## config.mk

```make
export PLATFORM = sky130hd
export DESIGN_NAME = debug_probe
export DESIGN_NICKNAME = d
export VERILOG_FILES = /design/src/rtl/debug_probe.sv
export SDC_FILE = /design/constraint.sdc
export NUM_CORES = 1
export LEC_CHECK = 0
export ABC_CLOCK_PERIOD_IN_PS = 10300
export CORE_ASPECT_RATIO = 0.7
export CORE_UTILIZATION = 50
export CTS_BUF_LIST = sky130_fd_sc_hd__clkbuf_16
export DETAILED_ROUTE_END_ITERATION = 10
export PLACE_DENSITY = 0.78
export SYNTH_ARGS = -nofsm -noshare
export SYNTH_HDL_FRONTEND = slang
export SYNTH_SLANG_ARGS = --single-unit
export TNS_END_PERCENT = 50
```

## constraint.sdc

```tcl
create_clock -name clk -period 10.3 [get_ports clk]
set_input_delay 2.575 -clock clk [delete_from_list [all_inputs] [get_ports clk]]
set_output_delay 2.575 -clock clk [all_outputs]
set_load 0.005 [all_outputs]
```

## src/rtl/debug_probe.sv

```systemverilog
// debug_probe: host-side controller for the CPU single-step debug port.
// Runs, halts or single-steps the CPU. On DUMP it streams a 149-byte frame
// (header, R0..R31, then the pipeline snapshot), one byte per valid/ready beat.
module debug_probe #(
  parameter int SETTLE    = 2,
  parameter int STEP_HIGH = 4
) (
  input  logic        clk,
  input  logic        rst,
  input  logic        cmd_valid,
  output logic        cmd_ready,
  input  logic [1:0]  cmd_op,
  output logic        debug_en,
  output logic        debug_step,
  output logic [6:0]  debug_addr,
  input  logic [31:0] debug_data,
  input  logic [31:0] debug_REG,
  input  logic [31:0] debug_ID,
  input  logic [31:0] debug_EX,
  input  logic [31:0] debug_ME,
  input  logic [31:0] debug_WB,
  output logic        out_valid,
  input  logic        out_ready,
  output logic [7:0]  out_data,
  output logic        out_last
);

  localparam int SET_W = (SETTLE > 1) ? $clog2(SETTLE) : 1;
  localparam int STP_W = (STEP_HIGH > 1) ? $clog2(STEP_HIGH) : 1;
  localparam logic [SET_W-1:0] SETTLE_LAST = SET_W'(SETTLE - 1);
  localparam logic [STP_W-1:0] STEP_LAST   = STP_W'(STEP_HIGH - 1);

  typedef enum logic [1:0] {
    OP_FREE = 2'b00,
    OP_HALT = 2'b01,
    OP_STEP = 2'b10,
    OP_DUMP = 2'b11
  } op_t;

  typedef enum logic [2:0] {
    S_IDLE,
    S_STEP_HI,
    S_STEP_LO,
    S_HDR,
    S_SET,
    S_SETTLE,
    S_BYTES,
    S_PIPE
  } state_t;

  state_t            state;
  logic [STP_W-1:0]  step_cnt;
  logic [SET_W-1:0]  settle_cnt;
  logic [4:0]        reg_idx;
  logic [1:0]        byte_idx;
  logic [2:0]        pipe_idx;
  logic [31:0]       shift_word;
  logic [31:0]       snap_data;
  logic [31:0]       snap_id;
  logic [31:0]       snap_ex;
  logic [31:0]       snap_me;
  logic [31:0]       snap_wb;

  logic [1:0]        byte_idx_nxt;
  logic [2:0]        pipe_idx_nxt;
  logic [31:0]       pipe_word_nxt;
  logic [7:0]        pipe_byte_nxt;

  // Byte idx of a word, most significant byte first.
  function automatic logic [7:0] byte_of(input logic [31:0] word, input logic [1:0] idx);
    case (idx)
      2'd0:    byte_of = word[31:24];
      2'd1:    byte_of = word[23:16];
      2'd2:    byte_of = word[15:8];
      default: byte_of = word[7:0];
    endcase
  endfunction

  // Next snapshot byte to present while walking the five pipeline words.
  always_comb begin
    byte_idx_nxt = byte_idx + 2'd1;
    pipe_idx_nxt = (byte_idx == 2'd3) ? pipe_idx + 3'd1 : pipe_idx;
    case (pipe_idx_nxt)
      3'd0:    pipe_word_nxt = snap_data;
      3'd1:    pipe_word_nxt = snap_id;
      3'd2:    pipe_word_nxt = snap_ex;
      3'd3:    pipe_word_nxt = snap_me;
      default: pipe_word_nxt = snap_wb;
    endcase
    pipe_byte_nxt = byte_of(pipe_word_nxt, byte_idx_nxt);
  end

  // Command FSM: run/halt control, step pulse generation and frame serialiser.
  always_ff @(posedge clk or posedge rst) begin
    if (rst) begin
      state      <= S_IDLE;
      cmd_ready  <= 1'b1;
      debug_en   <= 1'b0;
      debug_step <= 1'b0;
      debug_addr <= 7'd0;
      out_valid  <= 1'b0;
      out_data   <= 8'h00;
      out_last   <= 1'b0;
      step_cnt   <= '0;
      settle_cnt <= '0;
      reg_idx    <= 5'd0;
      byte_idx   <= 2'd0;
      pipe_idx   <= 3'd0;
      shift_word <= 32'd0;
      snap_data  <= 32'd0;
      snap_id    <= 32'd0;
      snap_ex    <= 32'd0;
      snap_me    <= 32'd0;
      snap_wb    <= 32'd0;
    end else begin
      case (state)
        S_IDLE: begin
          if (cmd_valid) begin
            case (op_t'(cmd_op))
              OP_FREE: debug_en <= 1'b0;
              OP_HALT: debug_en <= 1'b1;
              OP_STEP: begin
                if (debug_en) begin
                  state      <= S_STEP_HI;
                  cmd_ready  <= 1'b0;
                  debug_step <= 1'b1;
                  step_cnt   <= '0;
                end
              end
              default: begin
                state     <= S_HDR;
                cmd_ready <= 1'b0;
                out_valid <= 1'b1;
                out_data  <= 8'hA5;
                out_last  <= 1'b0;
                reg_idx   <= 5'd0;
                snap_data <= debug_data;
                snap_id   <= debug_ID;
                snap_ex   <= debug_EX;
                snap_me   <= debug_ME;
                snap_wb   <= debug_WB;
              end
            endcase
          end
        end

        S_STEP_HI: begin
          if (step_cnt == STEP_LAST) begin
            debug_step <= 1'b0;
            step_cnt   <= '0;
            state      <= S_STEP_LO;
          end else begin
            step_cnt <= step_cnt + 1'b1;
          end
        end

        S_STEP_LO: begin
          if (step_cnt == STEP_LAST) begin
            state     <= S_IDLE;
            cmd_ready <= 1'b1;
          end else begin
            step_cnt <= step_cnt + 1'b1;
          end
        end

        S_HDR: begin
          if (out_ready) begin
            out_valid <= 1'b0;
            state     <= S_SET;
          end
        end

        S_SET: begin
          debug_addr <= {2'b00, reg_idx};
          settle_cnt <= '0;
          state      <= S_SETTLE;
        end

        S_SETTLE: begin
          if (settle_cnt == SETTLE_LAST) begin
            shift_word <= debug_REG;
            out_data   <= debug_REG[31:24];
            out_valid  <= 1'b1;
            byte_idx   <= 2'd0;
            state      <= S_BYTES;
          end else begin
            settle_cnt <= settle_cnt + 1'b1;
          end
        end

        S_BYTES: begin
          if (out_ready) begin
            if (byte_idx == 2'd3) begin
              if (reg_idx == 5'd31) begin
                state    <= S_PIPE;
                out_data <= snap_data[31:24];
                pipe_idx <= 3'd0;
                byte_idx <= 2'd0;
              end else begin
                out_valid <= 1'b0;
                reg_idx   <= reg_idx + 5'd1;
                state     <= S_SET;
              end
            end else begin
              byte_idx   <= byte_idx + 2'd1;
              shift_word <= {shift_word[23:0], shift_word[31:24]};
              out_data   <= shift_word[23:16];
            end
          end
        end

        S_PIPE: begin
          if (out_ready) begin
            if (pipe_idx == 3'd4 && byte_idx == 2'd3) begin
              out_valid <= 1'b0;
              out_last  <= 1'b0;
              state     <= S_IDLE;
              cmd_ready <= 1'b1;
            end else begin
              byte_idx <= byte_idx_nxt;
              pipe_idx <= pipe_idx_nxt;
              out_data <= pipe_byte_nxt;
              out_last <= (pipe_idx_nxt == 3'd4) && (byte_idx_nxt == 2'd3);
            end
          end
        end

        default: begin
          state     <= S_IDLE;
          cmd_ready <= 1'b1;
        end
      endcase
    end
  end

endmodule

```

* Yosys cells after proc, flatten, opt, wreduce, memory -nomap -nowiden
Index checks and enable logic that the tools add are counted.
** Cells by class
- Bitwise logic cells :: 1
- Reduce and logical (&&, ||, !) cells :: 33
- Add/subtract/negate cells :: 5
- Muxes and demuxes :: 84
- Equal/unequal tests :: 40
** Operators with widths (count)
- 32-bit one-hot mux with 4 select lines :: 1
- 32-bit 2-to-1 mux :: 3
- 8-bit 2-to-1 mux :: 8
- 32-bit one-hot mux with 2 select lines :: 1
- 3-bit 2-to-1 mux :: 16
- 2-bit inequality test (second input constant) :: 17
- 8-bit one-hot mux with 4 select lines :: 1
- 5-bit 2-to-1 mux :: 5
- 2-bit 2-to-1 mux :: 12
- 3-bit one-hot mux with 8 select lines :: 1
- 8-bit one-hot mux with 3 select lines :: 1
- 1-bit 2-to-1 mux :: 23
- 3-bit == test (second input constant) :: 6
- 6-bit AND reduction :: 3
- 2-bit nonzero test :: 7
- 3-bit by 2-bit == test with 1-bit output (second input constant) :: 4
- 2-bit one-hot mux with 3 select lines :: 2
- 3-bit one-hot mux with 2 select lines :: 2
- 11-bit AND reduction :: 1
- 2-bit == test (second input constant) :: 5
- 1-bit one-hot mux with 2 select lines :: 5
- 5-bit one-hot mux with 2 select lines :: 1
- 10-bit AND reduction :: 1
- 5-bit AND reduction :: 2
- 24 further kinds :: 35
** Word-level totals
- Bits in registers :: 226
- Logic and storage cells :: 182
- Bits of input ports :: 198
- Output and inout bits :: 20

* Longest topological paths before layout
- Word-level depth :: 8
- Gate-level depth with buffers :: 10
- Gate-level depth less buffers :: 9

* Least setup slack after synthesis
No wires, ideal clock.
- Path type :: input to register
- Start :: input out_ready
- End :: register out_data[2]
- Setup time :: 0.134 ns
- Arrival time :: 3.849 ns
- Buffers on the path :: 2
- Slack :: 6.317 ns
- Stages on the path :: 7
- Required time :: 10.166 ns
- Cells stage by stage :: clkbuf_1 -> o2111ai_1 -> a21bo_2 -> clkbuf_1 -> or3_1 -> nor4_1 -> a311oi_1
** On the way
- Cells in the longest elaborated chain, start to end :: 2
- Elaborated cells between the ends (all ways) :: 3
- Classes of those cells :: 2 x eq/ne; 1 x reduce/logical
** Ends and longest elaborated chain
- start, declared :: line 23 : input logic out_ready,
- 2-bit inequality test (no line)
- 8-bit AND reduction (no line) (*)
- end signal, assigned :: line 182 : out_data <= debug_REG[31:24];
- end signal, assigned :: line 196 : out_data <= snap_data[31:24];
- end signal, assigned :: line 207 : out_data <= shift_word[23:16];
- end, declared :: line 24 : output logic [7:0] out_data,
Mark *: on every way between the ends. The rest lies on a longest branch, timed or not.
A chain may end at the register's enable or synchronous reset.

* Worst setup path in the final report
- Start :: input cmd_op[0]
- End :: register out_data[0]
** On the way
- Cells in the longest elaborated chain, start to end :: 4
- Elaborated cells between the ends (all ways) :: 6
- Classes of those cells :: 3 x eq/ne; 3 x reduce/logical
** Ends and longest elaborated chain
- start, declared :: line 12 : input logic [1:0] cmd_op,
- 2-bit == test, or another cell as far along :: line 119 : case (op_t'(cmd_op))
- 3-bit OR reduction (no line) (*)
- 2-bit inequality test (no line) (*)
- 8-bit AND reduction (no line) (*)
Marked as above.

==> flow_summary.ini <==
[floorplan]
die_w_um = 178.3
die_h_um = 125.4
io_pins = 218
die-area_mm2 = 0.02237
initial_core_util_pct = 51.76
std_cell_rows = 44
coreArea_mm2 = 0.02103

[sta]
min_period_ps = 4887
hold_slack_ps = 479.0
setup_ws_ps = 5413
setup_viol = 0
clock_skew_ps = 6.932
max-slew-margin-rel_pct = 27.39
fmax_mhz = 204.6
setup_tns_ps = 0
fin_crit_sh_pct = 47.45
maxSlewViolCount = 0
rsz0062_at_grt = no
hold_violations = 0
tightest_slew_ps = 1089

[power_and_ir_drop]
peakVddDrop_mv = 0.1386
power.leakage_nw = 5.761
power.density_mw_per_mm2 = 257.7

[routing]
drt_first_pass_iters = 6
ant_nets = 0
drtIter0Drc = 955
viasPerCell = 5.986
vias = 8805
wl_um = 31590
drc = 0
routedWlPerCell_um = 21.47

[clocking]
cts_tree = yes
numCtsBuffers = 22
path_clk_slew_ps = 60
post_cts_buffers = 0
worstSkewPairLatency_ps = 510
cts_sinks = 226
ctsResizeCount = 0
cts-root-buf = clkbuf_16
cts_max_path_buffers = 3
cts-htree-levels = 1
hold_buffers = 0

[synthesis]
ys_top_cells_by_count = dfrtp_1 (225), nand2_1 (173), mux2_2 (154), nor2_1 (52), a22oi_1 (46)
synth_compound_area_share_pct = 14.38
muxShareOfSynthArea_pct = 16.80
synth-xor-area-share_pct = 0.2414
synth-seq-cells = 226
yosysTopAreaCellShare_pct = 51.73
syn_inst = 1003
synth_top_family_by_area = multiplexers
ys_seq_area_share_pct = 51.97
synth_area_mm2 = 0.01088
ys_top_cells_by_area = dfrtp_1 (52%), mux2_2 (16%), nand2_1 (6.0%), a22oi_1 (3.2%), a31oi_1 (2.6%)
syn_area_per_cell_um2 = 10.85
synthAdderAreaFrac_pct = 1.265
synth_top_area_cell = dfrtp_1
yosys_warnings = 0
synthArstFlopShare_pct = 100.0
yosys.area_share.simple_pct = 11.52
synth_edf_count = 0
synth_most_common_cell = dfrtp_1
synth-main-ff-cell = dfrtp_1
synth.distinct_cells = 68

[worst_hold_path]
hold_path_class = flop to flop
holdPathStages = 2

[critical_path]
end_kind = flop
r2r_slack_ps = 6560
worstPathArrival_ps = 5280
critPathMaxStageDelay_ps = 830
cp_slowest_cell = nand4_1
crit_fanout = 20
criticalPathCategory = input port to flop
path_cells = clkdlybuf4s50_1 > nor2b_1 > nand4_1 > a221o_1 > a222oi_1
cp.required_ps = 10690
rr_worst_depth = 6
start_kind = input port

[status]
status = finished clean

[placed_design]
place_congestion = 0.8712
hpwl_um = 22310
port_buffers = 215
dp_slack_ps = 4959

[layout]
area_growth_pct = 26.82
fin_nets = 1390
drive_gt1_share_pct = 17.32
n_antenna_cell = 0

[grt]
grt_overflow = 0
antenna_found_initial = 0
grt_pass1_wl_um = 48840
grt_pass1_vias = 8523
grt_start_max_net_pins = 152
track_usage_pct = 28.57

[flow_run]
drv_cap = 0
## kinds of logic after synthesis
logic type,Yosys count
AND/OR/NAND/NOR,289
multiplexers,163
XOR/XNOR,3
buffers and inverters,90
other,1
adder cells (fa/ha/maj),11
AO/OA/AOI/OAI,220
flip-flops,226
## worst paths after layout
kind / start / endpoint
hold reg to reg: snap_data[2]$_DFFE_PP0P_ / snap_data[2]$_DFFE_PP0P_
setup reg to reg: byte_idx[1]$_DFFE_PP0P_ / out_data[6]$_DFFE_PP0P_
setup / recovery: cmd_op[0] / out_data[0]$_DFFE_PP0P_
hold / removal: snap_data[2]$_DFFE_PP0P_ / snap_data[2]$_DFFE_PP0P_
min in group asynchronous: rst / debug_en$_DFFE_PP0P_
max in group asynchronous: rst / snap_wb[9]$_DFFE_PP0P_
## sequential cells by signal, summed over array words and instances, names as in the netlist, 5 cells and up
signal	count
snap_ex	32
snap_id	32
snap_data	32
snap_me	32
out_data	8
snap_wb	32
reg_idx	5
debug_addr	5
shift_word	32
## stage by stage
| step | util (%) | std cells | cell area, um^2 | power [mW] |
|---|---|---|---|---|
| floorplan | - | 1004 | 10890 | 2.330 |
| global route | 65.64 | 1471 | 13800 | 3.760 |
| CTS | 65.64 | 1471 | 13800 | 3.537 |
| global placement | 62.49 | 1433 | 13140 | 2.709 |
| finish | 65.64 | 1471 | 13800 | 3.557 |
| detailed placement | 62.49 | 1433 | 13140 | 2.767 |
## where the power goes
part           internal [mW]  switching, mW  total [mW]  leakage [nW]
Combinational          0.593          0.618        1.21          2.66
Clock                  0.425          0.340       0.765         0.342
Sequential              1.29          0.292        1.58          2.76
Total                   2.31           1.25        3.56          5.76
## per-layer routing
layer | share of wire, % | wire length (um) | track usage, % | up-vias
met1 | 47 | 14780 | 44.84 | 4365
li1 | - | - | - | 3985
met3 | 10 | 3230 | 7.147 | 41
met5 | 0 | 0 | 0 | -
met4 | 1.5 | 488 | 4.636 | 0
met2 | 41 | 13090 | 40.15 | 414
## worst max-delay path, delay by kind of cell
| kind | cells | cell delay [ps] |
|---|---|---|
| buffers and inverters | 1 | 530 |
| and+or+nand+nor | 2 | 1020 |
| AOI/OAI and AO/OA | 2 | 1150 |
## layout make-up
type / count / area, um^2
sequential: 226 / 5657
tap: 276 / 345.3
inverter: 17 / 71.32
multi-input combinational: 688 / 4833
timing repair buffer: 226 / 2235
clock inverter: 15 / 86.33
clock buffer: 23 / 575.6
fill: 1639 / 7227
## cells in the final DEF (no fill, tap or decap), drive strengths merged, types with 3 or more instances in the layout
cell type | Yosys | routed
ha | 11 | 11
a21o | 3 | 3
buf | 41 | 11
nor2b | 4 | 4
nand4 | 5 | 5
nor4 | 9 | 9
clkinv | 0 | 10
nand2b | 4 | 4
o22ai | 3 | 3
clkbuf | 32 | 23
a222oi | 12 | 12
nor2 | 52 | 52
a211oi | 12 | 12
o21a | 3 | 3
o311ai | 3 | 3
a31oi | 45 | 45
inv | 17 | 21
clkdlybuf4s50 | 0 | 215
nor3 | 4 | 4
o31ai | 19 | 19
nand3 | 17 | 17
a22oi | 46 | 46
a21oi | 13 | 13
nand2 | 173 | 173
mux2 | 154 | 154
mux2i | 9 | 9
dfrtp | 225 | 225
or3 | 6 | 6
o211ai | 4 | 4
o21ai | 38 | 38
(Power assumes the default switching activity.)
